## src/rtl/disp_pkg.sv

```systemverilog
// Shared types and helpers for the seven-segment display scheduler.
package disp_pkg;

    typedef enum logic [1:0] {ROT, MAN, PRE} state_t;

    localparam int unsigned N_CH  = 4;
    localparam int unsigned IDX_W = 2;

    // Index of the lowest set request bit; 0 when none is set (callers gate on |v).
    function automatic logic [IDX_W-1:0] lowest_set(input logic [N_CH-1:0] v);
        lowest_set = '0;
        for (int i = N_CH - 1; i >= 0; i--) begin
            if (v[i]) lowest_set = IDX_W'(i);
        end
    endfunction

endpackage

```

## src/rtl/tick_timer.sv

```systemverilog
// Saturating counter of ce ticks; done is high once TERM ticks have been seen since clr.
module tick_timer #(
    parameter int unsigned TERM = 1,
    parameter int unsigned W    = $clog2(TERM + 1)
) (
    input  logic clk,
    input  logic rst_n,
    input  logic ce,
    input  logic clr,
    output logic done
);

    logic [W-1:0] cnt;

    always_ff @(posedge clk or negedge rst_n) begin
        if (!rst_n) begin
            cnt <= '0;
        end else if (clr) begin
            cnt <= '0;
        end else if (ce && (cnt != W'(TERM))) begin
            cnt <= cnt + 1'b1;
        end
    end

    assign done = (cnt == W'(TERM));

endmodule

```

## src/rtl/disp_sched.sv

```systemverilog
// Chooses which of four captured channel values drives the display: timed rotation,
// manual stepping, or urgent preemption with a hold time.
module disp_sched
    import disp_pkg::*;
#(
    parameter int unsigned DWELL_MS = 1000,
    parameter int unsigned HOLD_MS  = 3000
) (
    input  logic             clk,
    input  logic             rst_n,
    input  logic             ce1ms,
    input  logic             mode,
    input  logic             btn_next,
    input  logic [N_CH-1:0]  upd,
    input  logic [N_CH-1:0]  urg,
    input  logic [15:0]      val0,
    input  logic [15:0]      val1,
    input  logic [15:0]      val2,
    input  logic [15:0]      val3,
    output logic [15:0]      dat,
    output logic [IDX_W-1:0] PTR,
    output logic [N_CH-1:0]  ack,
    output logic             preempt
);

    localparam int unsigned TMR_MAX = (DWELL_MS > HOLD_MS) ? DWELL_MS : HOLD_MS;
    localparam int unsigned TMR_W   = $clog2(TMR_MAX + 1);

    logic [15:0]      val [N_CH];
    logic [15:0]      cap [N_CH];
    state_t           state, state_next;
    logic [IDX_W-1:0] sel, sel_next, sel_save, save_next, lo;
    logic             urg_any, urg_lower, dwell_done, hold_done, dwell_clr, hold_clr;

    assign val[0] = val0;
    assign val[1] = val1;
    assign val[2] = val2;
    assign val[3] = val3;

    assign lo        = lowest_set(urg);
    assign urg_any   = |urg;
    assign urg_lower = urg_any && (lo < sel);

    always_comb begin
        state_next = state;
        sel_next   = sel;
        save_next  = sel_save;
        unique case (state)
            ROT, MAN: begin
                if (urg_any) begin
                    state_next = PRE;
                    save_next  = sel;
                    sel_next   = lo;
                end else if (btn_next) begin
                    sel_next = sel + 1'b1;
                end else if ((state == ROT) && dwell_done) begin
                    sel_next = sel + 1'b1;
                end else begin
                    state_next = mode ? MAN : ROT;
                end
            end
            PRE: begin
                if (urg_lower) begin
                    sel_next = lo;
                end else if (hold_done && !urg[sel]) begin
                    sel_next   = sel_save;
                    state_next = mode ? MAN : ROT;
                end
            end
            default: state_next = ROT;
        endcase
    end

    // Dwell only runs while rotating undisturbed; hold is pinned at 0 while urg[sel] is high.
    assign dwell_clr = (state != ROT) || mode || urg_any || btn_next || dwell_done;
    assign hold_clr  = (state != PRE) || urg[sel] || urg_lower;

    tick_timer #(.TERM(DWELL_MS), .W(TMR_W)) u_dwell (
        .clk  (clk),
        .rst_n(rst_n),
        .ce   (ce1ms),
        .clr  (dwell_clr),
        .done (dwell_done)
    );

    tick_timer #(.TERM(HOLD_MS), .W(TMR_W)) u_hold (
        .clk  (clk),
        .rst_n(rst_n),
        .ce   (ce1ms),
        .clr  (hold_clr),
        .done (hold_done)
    );

    always_ff @(posedge clk or negedge rst_n) begin
        if (!rst_n) begin
            state    <= ROT;
            sel      <= '0;
            sel_save <= '0;
            dat      <= '0;
            ack      <= '0;
            preempt  <= 1'b0;
            for (int i = 0; i < N_CH; i++) cap[i] <= '0;
        end else begin
            state    <= state_next;
            sel      <= sel_next;
            sel_save <= save_next;
            ack      <= upd;
            preempt  <= (state_next == PRE);
            dat      <= upd[sel_next] ? val[sel_next] : cap[sel_next];
            for (int i = 0; i < N_CH; i++) begin
                if (upd[i]) cap[i] <= val[i];
            end
        end
    end

    assign PTR = sel;

endmodule
```

## config.mk

```make
export PLATFORM = sky130hd
export DESIGN_NAME = disp_sched
export DESIGN_NICKNAME = d
export VERILOG_FILES = /design/src/rtl/disp_pkg.sv /design/src/rtl/tick_timer.sv /design/src/rtl/disp_sched.sv
export SDC_FILE = /design/constraint.sdc
export NUM_CORES = 1
export LEC_CHECK = 0
export CAP_MARGIN = 20
export CORE_UTILIZATION = 50
export CTS_BUF_LIST = sky130_fd_sc_hd__clkbuf_4 sky130_fd_sc_hd__clkbuf_8 sky130_fd_sc_hd__clkbuf_16
export CTS_CLUSTER_DIAMETER = 80
export DETAILED_ROUTE_END_ITERATION = 12
export PLACE_DENSITY = 0.78
export SLEW_MARGIN = 40
export SYNTH_ARGS = -nofsm -noshare
export SYNTH_HDL_FRONTEND = slang
export SYNTH_SLANG_ARGS = --single-unit
```

## constraint.sdc

```tcl
create_clock -name clk -period 4.6 [get_ports clk]
set_input_delay 0.92 -clock clk [delete_from_list [all_inputs] [get_ports clk]]
set_output_delay 0.92 -clock clk [all_outputs]
set_load 0.01 [all_outputs]
```

==> metrics.txt, run 1 <==
Mean Syn Cell Area=~13 um^2; ratio of cells with drive above 1 in the final layout=0.226; Cells after Synth=~470; Slew Limit Fails=0; post-route insts no fill=726; setup TNS=0 ns; Placed Cells=~690; final period demand of the worst path=4.00 ns; die height=110 um; CP max stage cell=or4_1; count of final hold-check violations=0; register area=2880 um^2; die width=around 110 um; Core Rows=39; grt total ovfl=0; Leak Pwr=around 3.4 nW; reg-to-reg endpoint=dat[13]; Yosys Warn Count=0; # clock sinks=between 100 and 150; Remaining DRCs=0; pwr dens=543 nW/um^2; gr usage total=0.224; Post-synth EDFFs=0; total power draw=0.00411 W; # nets final=652; Synth Register Bits=approximately 120; ant diodes=0; main flop type after synthesis=dfrtp_1; RR Startpoint=PTR[0]; Post-Syn Nets=between 500 and 600; Root Buffer=clkbuf_16; area occupied by multi-input gates=around 2800 um^2; # setup viols final=0; Slew HR=0.529; Detailed Route Iter0 Violations=211; via count=~4000; hpwl dp=between 8000 and 9000 um; NetSw=0.00129 W; Mapped Area=~6000 um^2; clock share of power=0.294; CTS tree=built; clock latency on the worst-skew pair=0.42 ns; unrepaired setup endpoints after global routing=no; commonest non-fill, non-tap cell in the layout=dfrtp_1; period utilization=0.869; clk buf depth=2; Most common cell on crit path=mux2i_1; post_cts resized=0; Avg WL per Cell=17.5 um; I/O pin count=100; crit start category=primary input; number of global-route vias before repair=4362; DRT antenna net count=0; Max FO, Critical Path=29; first-pass GRT wire length=roughly 21000 um; GPL Wtd Cong=around 0.89; Int Power=approximately 0.0028 W; Port Buffers=99; Comb pwr share=0.403; DRT Wirelength=roughly 13000 um; Setup Fix Bufs, Post-CTS=0; Worst Reg2Reg Path Length in Cells=9; FILL cells=874; DR pass1 iterations=4; via-per-instance ratio=approximately 5.5; TritonCTS buffer count=17; largest net degree at the start of global routing=69; Yosys cell types=44; Hold-fix buffers, CTS=0; Area Overhead vs Synth=28.7%; post-synthesis sequential area ratio=0.490; HP Class=in2async; switching share of power=0.314; Crit path required time=just under 5 ns; asr flop ratio synth=1.00; Peak VDD IR=about 0.00036 V; CP Cell Sequence=clkdlybuf4s50_1 -> mux4_2 -> or4_1 -> mux2i_1 -> nand3_1 -> o2111ai_4 -> buf_4 -> mux2i_1 -> mux2i_1 -> mux2_4; R2R Setup Slk=around 1.0 ns; clock skew=between 0.007 and 0.008 ns; Max Freq=around 0.25 GHz; H-tree depth=4; Flop pwr share=0.303; clock slew at reported path FFs=roughly 0.05 ns; CP endpoint kind=flip-flop; core region area=11400 um^2; initial antenna violation count=0; status=complete, no violations; Worst Path Arrival=4.30 ns; CP max stage delay=about 0.64 ns; Worst Tran Pin Value=between 0.6 and 0.7 ns; Die Area=approximately 12000 um^2; Initial Util=0.515; most frequent cells in the layout=115 x dfrtp_1, 101 x mux2i_1, 98 x clkdlybuf4s50_1; Max-Cap Viols=0; Critical Setup Path Class=in2reg
## state kept, by name, summed over array words and instances (netlist names)
name	cells
cap	64
dat	16
u_dwell.cnt	12
u_hold.cnt	12
ack	4
PTR	2
sel_save	2
state	2
preempt	1
## layer usage
metal  global-route usage  vias to the layer above  part of all wire
met5                    0                        -                 0
met4               0.0924                        0             0.019
met3               0.0779                       21             0.063
met2                0.362                      108              0.49
met1                0.274                     1999              0.43
li1                     -                     1877                 -
## worst max path at each step
| stage | from | depth (start not counted) | endpoint |
|---|---|---|---|
| after floorplan | urg[3] | 11 | dat[10] |
| after global placement | urg[0] | 10 | dat[14] |
| after detailed placement | urg[0] | 10 | dat[13] |
| after CTS | urg[0] | 10 | dat[13] |
| after global routing | urg[0] | 10 | dat[13] |
| final | urg[0] | 10 | dat[13] |
## cell type report
class | count | area share
multi-input combinational | 316 | 0.375
inverter | 10 | 0.00496
clock inverter | 14 | 0.0154
clock buffer | 18 | 0.0572
sequential | 115 | 0.380
tap | 143 | 0.0237
timing repair buffer | 110 | 0.144
## cell families (layout without fill, tap and decap cells)
| kind of cell | Yosys count | count (layout) | share of synthesized area |
|---|---|---|---|
| DFF | 115 | 115 | 0.490 |
| xor gates and xnor gates | 24 | 24 | 0.0358 |
| muxes | 185 | 185 | 0.342 |
| and+or+nand+nor | 86 | 86 | 0.0711 |
| adders and majority gates | 5 | 5 | 0.0106 |
| buffers and inverters | 37 | 152 | 0.0304 |
| AOI/OAI and AO/OA | 16 | 16 | 0.0206 |
## cells in the mapped netlist, types with 3 or more instances
library cell	count	share of area
dfrtp_1	115	0.49
mux2i_1	101	0.17
mux2_2	72	0.14
nor2_1	33	0.021
xor2_1	17	0.025
nand2_1	14	0.0089
nand3_1	12	0.010
clkbuf_1	11	0.0070
mux2_4	11	0.028
inv_1	10	0.0064
nand4_1	8	0.0085
buf_4	7	0.0089
xnor2_1	7	0.010
buf_2	5	0.0043
ha_1	5	0.011
a21oi_1	3	0.0026
buf_1	3	0.0019
nor2b_1	3	0.0032
nor3_1	3	0.0026
## power by group through the flow
stage / sequential [W] / clock [W] / combinational [W]
after global placement: 0.00126 / 0 / 0.00161
after global routing: 0.00126 / 0.00128 / 0.00178
after detailed placement: 0.00126 / 0 / 0.00167
after CTS: 0.00125 / 0.00123 / 0.00167
final: 0.00125 / 0.00121 / 0.00166
after floorplan: 0.00128 / 0 / 0.00119
## through the flow
stage	util	area, um^2	setup slack [ns]	hold WS, ns
after floorplan	-	5880	1.07	0.480
after global placement	0.614	7010	0.427	0.489
after detailed placement	0.614	7020	0.206	0.495
after CTS	0.663	7560	0.647	0.507
after global routing	0.663	7560	0.421	0.516
final	0.663	7560	0.601	0.485
## critical path, delay by kind of cell
kind	cells	cell delay, ns
buf+inv	2	0.99
compound gates	1	0.18
simple gates	2	0.78
mux	5	1.41
Power figures use the tool's default switching activity.
==> inputs of run 2 (changes only) <==
- CTS_CLUSTER_SIZE: default -> 24
==> results of run 2 <==
Same layout as run 1: the final DEF is identical, and so are final timing and power.
